[config.mk]
export PLATFORM = sky130hd
export DESIGN_NAME = pc_sequencer_flat
export DESIGN_NICKNAME = d
export VERILOG_FILES = /design/src/rtl/pc_sequencer_if.sv /design/src/rtl/pc_sequencer.sv /design/src/flat_wrapper.sv
export SDC_FILE = /design/constraint.sdc
export NUM_CORES = 1
export LEC_CHECK = 0
export CAP_MARGIN = 0
export CORE_AREA = 2 2 39 41
export CTS_BUF_LIST = sky130_fd_sc_hd__clkbuf_8
export DETAILED_ROUTE_END_ITERATION = 10
export DIE_AREA = 0 0 41 43
export PLACE_DENSITY = 0.79
export SLEW_MARGIN = 20
export SYNTH_ARGS = -nofsm -noshare
export SYNTH_HDL_FRONTEND = slang
export SYNTH_SLANG_ARGS = --single-unit
[constraint.sdc]
create_clock -name clk -period 9.95 [get_ports clk]
set_clock_uncertainty 0.1 [all_clocks]
set_input_delay 2.985 -clock clk [delete_from_list [all_inputs] [get_ports clk]]
set_output_delay 2.985 -clock clk [all_outputs]
set_load 0.02 [all_outputs]
[src/rtl/pc_sequencer_if.sv]
// pc_sequencer_if: control/address bundle between the core and the
// next-address controller. The master side is the core (it presents the
// current PC and the control requests); the slave side is pc_sequencer.
interface pc_sequencer_if;
  logic [3:0] pc;
  logic       halt;
  logic       resume;
  logic       stall;
  logic       jump;
  logic       call;
  logic       ret;
  logic       branch;
  logic       cond;
  logic [3:0] target;
  logic [3:0] offset;
  logic [3:0] next;
  logic       taken;
  logic [1:0] state;
  logic [2:0] sp;
  logic       stack_err;

  modport master (
    output pc, halt, resume, stall, jump, call, ret, branch, cond, target, offset,
    input  next, taken, state, sp, stack_err
  );

  modport slave (
    input  pc, halt, resume, stall, jump, call, ret, branch, cond, target, offset,
    output next, taken, state, sp, stack_err
  );
endinterface

[src/rtl/pc_sequencer.sv]
// pc_sequencer: next-address controller for the 4-bit program counter.
// Picks the address the PC register loads each cycle (sequential, jump,
// taken branch, call, return, stall/halt hold) and runs the BOOT/RUN/HALT
// state machine. next/taken are combinational so the PC register captures
// them at the same edge.
//
// Optional feature macro: PC_SEQ_RET_STACK_EN
//   defined   -> hardware return-address stack; call pushes, ret pops.
//   undefined -> no stack; call acts as jump, ret falls through to the next
//                lower priority request, sp and stack_err read as 0.
module pc_sequencer #(
  parameter int STACK_DEPTH = 4
) (
  input logic          clk,
  input logic          rst,
  pc_sequencer_if.slave bus
);

  typedef enum logic [1:0] {
    BOOT = 2'd0,
    RUN  = 2'd1,
    HALT = 2'd2
  } state_t;

  state_t     stateQ;
  logic [3:0] pcInc;
  logic [3:0] branchAddr;
  logic [3:0] nextAddr;
  logic       takenOut;
  logic       goHalt;

  assign pcInc = bus.pc + 4'd1;
  // A 4-bit add wraps mod 16, which is exactly pc + sext(offset) mod 16.
  assign branchAddr = bus.pc + bus.offset;

`ifdef PC_SEQ_RET_STACK_EN
  localparam int IDXW = (STACK_DEPTH > 1) ? $clog2(STACK_DEPTH) : 1;

  logic [3:0]      stackMem [STACK_DEPTH];
  logic [2:0]      spQ;
  logic            errQ;
  logic            doPush;
  logic            doPop;
  logic            errSet;
  logic            stackFull;
  logic            stackEmpty;
  logic [IDXW-1:0] pushIdx;
  logic [IDXW-1:0] topIdx;
  logic [3:0]      stackTop;
  logic [2:0]      spDec;

  assign stackFull  = (spQ == 3'(STACK_DEPTH));
  assign stackEmpty = (spQ == 3'd0);
  assign spDec      = spQ - 3'd1;
  assign pushIdx    = spQ[IDXW-1:0];
  assign topIdx     = spDec[IDXW-1:0];
  assign stackTop   = stackMem[topIdx];

  // Next-address selection in priority order, with stack push/pop decisions.
  always_comb begin
    nextAddr = pcInc;
    takenOut = 1'b0;
    goHalt   = 1'b0;
    doPush   = 1'b0;
    doPop    = 1'b0;
    errSet   = 1'b0;
    case (stateQ)
      BOOT: nextAddr = 4'd0;
      HALT: nextAddr = bus.pc;
      RUN: begin
        if (bus.halt) begin
          nextAddr = bus.pc;
          goHalt   = 1'b1;
        end else if (bus.stall) begin
          nextAddr = bus.pc;
        end else if (bus.ret) begin
          if (stackEmpty) begin
            nextAddr = pcInc;
            errSet   = 1'b1;
          end else begin
            nextAddr = stackTop;
            takenOut = 1'b1;
            doPop    = 1'b1;
          end
        end else if (bus.call) begin
          nextAddr = bus.target;
          takenOut = 1'b1;
          if (stackFull) begin
            errSet = 1'b1;
          end else begin
            doPush = 1'b1;
          end
        end else if (bus.jump) begin
          nextAddr = bus.target;
          takenOut = 1'b1;
        end else if (bus.branch && bus.cond) begin
          nextAddr = branchAddr;
          takenOut = 1'b1;
        end
      end
      default: nextAddr = 4'd0;
    endcase
  end

  // Return-address storage; contents are don't-care after reset so no reset.
  always_ff @(posedge clk) begin
    if (doPush) begin
      stackMem[pushIdx] <= pcInc;
    end
  end

  // Control state machine plus stack pointer and sticky error flag.
  always_ff @(posedge clk or posedge rst) begin
    if (rst) begin
      stateQ <= BOOT;
      spQ    <= 3'd0;
      errQ   <= 1'b0;
    end else begin
      case (stateQ)
        BOOT: stateQ <= RUN;
        RUN:  if (goHalt) stateQ <= HALT;
        HALT: if (bus.resume) stateQ <= RUN;
        default: stateQ <= BOOT;
      endcase
      if (doPush) begin
        spQ <= spQ + 3'd1;
      end else if (doPop) begin
        spQ <= spDec;
      end
      if (errSet) begin
        errQ <= 1'b1;
      end
    end
  end

  assign bus.sp        = spQ;
  assign bus.stack_err = errQ;

`else

  // Next-address selection in priority order; call is a plain jump and ret
  // is not decoded, so it falls through to whatever is requested below it.
  always_comb begin
    nextAddr = pcInc;
    takenOut = 1'b0;
    goHalt   = 1'b0;
    case (stateQ)
      BOOT: nextAddr = 4'd0;
      HALT: nextAddr = bus.pc;
      RUN: begin
        if (bus.halt) begin
          nextAddr = bus.pc;
          goHalt   = 1'b1;
        end else if (bus.stall) begin
          nextAddr = bus.pc;
        end else if (bus.call || bus.jump) begin
          nextAddr = bus.target;
          takenOut = 1'b1;
        end else if (bus.branch && bus.cond) begin
          nextAddr = branchAddr;
          takenOut = 1'b1;
        end
      end
      default: nextAddr = 4'd0;
    endcase
  end

  // Control state machine.
  always_ff @(posedge clk or posedge rst) begin
    if (rst) begin
      stateQ <= BOOT;
    end else begin
      case (stateQ)
        BOOT: stateQ <= RUN;
        RUN:  if (goHalt) stateQ <= HALT;
        HALT: if (bus.resume) stateQ <= RUN;
        default: stateQ <= BOOT;
      endcase
    end
  end

  assign bus.sp        = 3'd0;
  assign bus.stack_err = 1'b0;

`endif

  assign bus.next  = nextAddr;
  assign bus.taken = takenOut;
  assign bus.state = stateQ;

endmodule
[src/flat_wrapper.sv]
// flat-port wrapper written by rule: the top's interface ports become plain ports
module pc_sequencer_flat 
#(
  parameter int STACK_DEPTH = 4
)
  (clk, rst, bus_pc, bus_halt, bus_resume, bus_stall, bus_jump, bus_call, bus_ret, bus_branch, bus_cond, bus_target, bus_offset, bus_next, bus_taken, bus_state, bus_sp, bus_stack_err);
  pc_sequencer_if bus_i ();
  input logic clk;
  input logic rst;
  input wire logic [$bits(bus_i.pc)-1:0] bus_pc;
  input wire logic [$bits(bus_i.halt)-1:0] bus_halt;
  input wire logic [$bits(bus_i.resume)-1:0] bus_resume;
  input wire logic [$bits(bus_i.stall)-1:0] bus_stall;
  input wire logic [$bits(bus_i.jump)-1:0] bus_jump;
  input wire logic [$bits(bus_i.call)-1:0] bus_call;
  input wire logic [$bits(bus_i.ret)-1:0] bus_ret;
  input wire logic [$bits(bus_i.branch)-1:0] bus_branch;
  input wire logic [$bits(bus_i.cond)-1:0] bus_cond;
  input wire logic [$bits(bus_i.target)-1:0] bus_target;
  input wire logic [$bits(bus_i.offset)-1:0] bus_offset;
  output wire logic [$bits(bus_i.next)-1:0] bus_next;
  output wire logic [$bits(bus_i.taken)-1:0] bus_taken;
  output wire logic [$bits(bus_i.state)-1:0] bus_state;
  output wire logic [$bits(bus_i.sp)-1:0] bus_sp;
  output wire logic [$bits(bus_i.stack_err)-1:0] bus_stack_err;
  assign bus_i.pc = bus_pc;
  assign bus_i.halt = bus_halt;
  assign bus_i.resume = bus_resume;
  assign bus_i.stall = bus_stall;
  assign bus_i.jump = bus_jump;
  assign bus_i.call = bus_call;
  assign bus_i.ret = bus_ret;
  assign bus_i.branch = bus_branch;
  assign bus_i.cond = bus_cond;
  assign bus_i.target = bus_target;
  assign bus_i.offset = bus_offset;
  assign bus_next = bus_i.next;
  assign bus_taken = bus_i.taken;
  assign bus_state = bus_i.state;
  assign bus_sp = bus_i.sp;
  assign bus_stack_err = bus_i.stack_err;
  pc_sequencer #(.STACK_DEPTH(STACK_DEPTH)) u_core (.clk(clk), .rst(rst), .bus(bus_i));
endmodule
Word level (Yosys, flattened, before mapping)
Cells that the tools add are included.
{ "totals": {"regBits": 2, "in_bits": 22, "output_inout_bits": 11} }
{ "classes": {"n_addsub": 2, "eq_ne": 4, "muxes": 15, "n_reduce_logical": 4} }
{ "op_table": {"columns": ["operator", "n"], "rows": [
  ["4-bit 2-to-1 mux", 4],
  ["4-bit case mux with 2 select lines", 1],
  ["1-bit 2-to-1 mux", 7],
  ["2-bit case mux with 3 select lines", 1],
  ["4-bit by 1-bit adder with 4-bit output (second input constant)", 1],
  ["4-bit adder", 1],
  ["2-bit 2-to-1 mux", 2],
  ["2-bit by 1-bit == test with 1-bit output (second input constant)", 1],
  ["2-bit == test (second input constant)", 1],
  ["2-bit zero test", 1],
  ["2-bit by 1-bit inequality test with 1-bit output (second input constant)", 1],
  ["2-bit inequality test (second input constant)", 1],
  ["2-bit AND reduction", 1],
  ["1-bit logical AND", 1],
  ["1-bit logical OR", 1]
]} }

Depth between registers and ports, before layout
{ "logic_depth": {"ltp_word": 6, "mapped_depth": 8, "mapped_depth_nobuf": 8} }

Worst setup path after synthesis
No wires, ideal clock.
{ "synth_timing": {"path_kind": "input to output", "from": "input port bus_branch", "to": "output port bus_next[2]", "arrival_ns": 4.492, "path_slack_ns": 2.373, "path_stages": 8, "path_buffers": 0, "cell_sequence": "nand2_1 -> or2_2 -> ha_1 -> fa_1 -> xnor2_1 -> nand2_1 -> o211ai_1 -> a21oi_1"} }
{ "synth_via": {"elab_chain_cells": 6} }
{ "synth_lines": {"columns": ["item", "line_no", "source"], "rows": [
  ["from (decl)", "flat_wrapper.sv:17", "input wire logic [$bits(bus_i.branch)-1:0] bus_branch;"],
  ["1-bit logical AND", "pc_sequencer.sv:159", "end else if (bus.branch && bus.cond) begin"],
  ["4-bit 2-to-1 mux", "pc_sequencer.sv:159", null],
  ["4-bit 2-to-1 mux", "pc_sequencer.sv:156", "end else if (bus.call || bus.jump) begin"],
  ["4-bit 2-to-1 mux", "pc_sequencer.sv:154", "end else if (bus.stall) begin"],
  ["4-bit 2-to-1 mux", "pc_sequencer.sv:151", "if (bus.halt) begin"],
  ["4-bit case mux with 2 select lines", "pc_sequencer.sv:147", "case (stateQ)"],
  ["to (decl)", "flat_wrapper.sv:21", "output wire logic [$bits(bus_i.next)-1:0] bus_next;"]
]} }
No other way between the ends.

Final worst setup path
{ "layout_timing": {"from": "input port bus_branch", "to": "output port bus_next[1]"} }
The elaborated chain is that of the path after synthesis.

==> impl_metrics.toml <==
[logic_synthesis]
synth_fa_ha_area_share_pct = 20.6
yosysTopAreaCell = "ha_1"
synth_seq_cells = 2
synth_top_family_by_area = "simple AND/OR/NAND/NOR gates"
synth-edff-count = 0
ys_async_sr_fraction_pct = 100
synth_compound_area_share_pct = 20.3
avgSynthCellArea_um2 = 8.10
postSynthCellCount = 57
ys.flop_type = "dfrtp_1"
ys.warnings.count = 0
synth-xor-area-share_pct = 5.42
ys_seq_area_share_pct = 10.8
synthDominantCellAreaShare_pct = 16.3
synthMuxAreaShare_pct = 4.88
synth_area_um2 = 462
synth.distinct_cells = 27
synth.area.top_cells = "ha_1, dfrtp_1, a21oi_1"
synthSimpleGateAreaFrac_pct = 25.7

[pwr]
power_density_nw_per_um2 = 183
clockPowerShare_pct = 22.3
ir_worst_vdd_mv = 0.142
pwr-share-comb_pct = 66.5
switchingPower_uw = 58.3
seqPwrFrac_pct = 11.2
swShare_pct = 41.1
intPower_uw = 83.6
p_leak_uw = 0.000331

[drt]
viasPerCell = 4.73
ant_nets = 0
drt-total-wl_mm = 1.17
wl_per_cell_um = 11.5
drtPass1Iterations = 3
drc_errors = 0
drt-initial-drc-count = 3
vias = 482

[run_status]
status = "finished, final reports clean"

[cts]
hold_buffers = 0
cts.sinks = 2
cts_buffer_depth = 2
cts-buffers-inserted = 3
cts_tree = "yes"
cts_resized = 0
clk_pin_slew_worst_paths_ps = 30
clkLatencyLatePin_ps = 210
htree_levels = 1
postCtsSetupBuffers = 0
cts-root-buf = "clkbuf_8"

[placed_design]
hpwl_um = 980
dp.cells = 99
gp_congestion = 0.661
io_buffers = 27

[setup_path]
path_delay_family = "buffers and inverters"
reg2reg_to = "u_core.bus.state[0]"
cp_cell_sequence = "clkdlybuf4s50_1, nand2_1, or2_2, ha_1, fa_1, mux2_1, a22oi_1, nor2_1, clkdlybuf4s50_1"
crit_type = "input pin to output port"
path_buf_inv = 2
reg2regPathDepth = 5
worstPathArrival_ps = 5590
crit_top_cell = "clkdlybuf4s50_1"
cp.required_ps = 6870
rrSetupSlack_ps = 8620
cp_max_fo = 4
crit_slowest_cell = "clkdlybuf4s50_1"
critPathLaunchType = "input pin"
critPathMaxStageDelay_ps = 540
endpoint_kind = "output port"
r2r_start = "u_core.bus.state[1]"

[worst_hold_path]
min_from = "u_core.bus.state[1]"
worst_hold_path.endpoint = "u_core.bus.state[1]"
whs_path_depth = 2
hp-class = "flop to flop"

[layout]
fin_cells = 102
nets = 117
drive_gt1_share_pct = 10.5
largest_register_ffs = 2
syn_to_final_growth_pct = 67.8
regArea_um2 = 50.0
multi_input_area_um2 = 370
finish.utilization_pct = 56.0
n_fill_cell = 140
n_antenna_cell = 0

[grt]
first_global_vias = 468
grt_max_degree = 8
overflow = 0
track_usage_pct = 14.9
grt_first_pass_wirelength_mm = 1.75
antenna_found_initial = 0

[floorplanning]
coreArea_um2 = 1380
die_height_um = 43
die_area_um2 = 1760
fp.dieW_um = 41
io_pins = 33
placementRows = 14
start_util_pct = 33.4

[timing]
max_freq_ghz = 0.115
fin_tns_setup_ps = 0
fin_crit_ps = 8670
grt_setup_unrepaired = "no"
setup_violations = 0
finalHoldViolations = 0
slew_viol_final = 0
period_share_pct = 87.2

[run]
maxCapViolations = 0
stage by stage:
step	area [µm²]	setup WS, ps	total power, µW	hold slack (ps)
after CTS	774	1270	145	501
after global placement	733	1320	109	488
after floorplan	473	2370	72.1	557
after detailed placement	733	1270	112	492
final	774	1280	142	491
after global routing	774	1160	154	547
routing by layer:
metal	vias to the layer above	global-route usage, %	wire (µm)
li1	249	-	-
met1	211	14.9	425
met2	22	25.3	612
met3	0	4.71	130
met4	0	8.00	0
met5	-	0	0
tightest hold or removal path: cells and delay by family (launching register included):
| kind | cells | cell delay (ps) |
|---|---|---|
| AOI/OAI and AO/OA | 2 | 160 |
| DFF | 1 | 380 |
layout make-up:
type	count	share of cell area [%]
clock buffers	3	5.33
repair buffers	27	34.9
well taps	16	2.58
inverters	6	2.91
flip-flops and latches	2	6.46
multi-input cells	48	47.8
cells in the mapped netlist, types with 2 or more instances:
master and count:
a21oi_1 6, a22oi_1 3, and3_1 2, buf_4 4, dfrtp_1 2, ha_1 6, inv_1 6, nand2_1 4
nand2b_1 2, nand3_1 3, nor2_1 3
power groups by stage:
stage                     sequential [µW]  clock [µW]  combinational (µW)
after global routing                 16.5        32.6                 105
after global placement               16.0           0                93.3
after detailed placement             15.9           0                95.7
after CTS                            15.9        32.9                96.2
final                                15.9        31.6                94.4
after floorplan                      20.0           0                52.1
cells in the final DEF (no fill, tap or decap), drive strengths merged:
cell	instances
o21ai	1
xor2	1
a21boi	1
or2b	1
conb	4
nand2b	2
o21a	1
mux2	2
clkbuf	3
and3	2
xnor2	1
a22oi	3
nand3	3
o211ai	1
dfrtp	2
ha	6
nor3b	1
fa	1
nand2	4
a21oi	6
or2	1
clkdlybuf4s50	27
a31oi	1
or3b	1
inv	6
nor2	4
worst max-delay path by stage:
stage               cells past startpoint  slack, ps  startpoint           to
global route                            9       1160    bus_cond  bus_next[1]
global placement                        9       1320  bus_branch  bus_next[1]
CTS                                     9       1270  bus_branch  bus_next[1]
detailed placement                      9       1270  bus_branch  bus_next[1]
floorplan                               8       2370  bus_branch  bus_next[2]
finish                                  9       1280  bus_branch  bus_next[1]
kinds of logic (layout without fill, tap and decap cells):
family	after synthesis	after routing
adders and majority gates	7	7
muxes	2	2
and+or+nand+nor	19	19
DFF	2	2
xor gates and xnor gates	2	2
other	1	4
AOI/OAI and AO/OA	14	14
buffers and inverters	10	36
No activity file was read; power rests on OpenSTA's default activity.
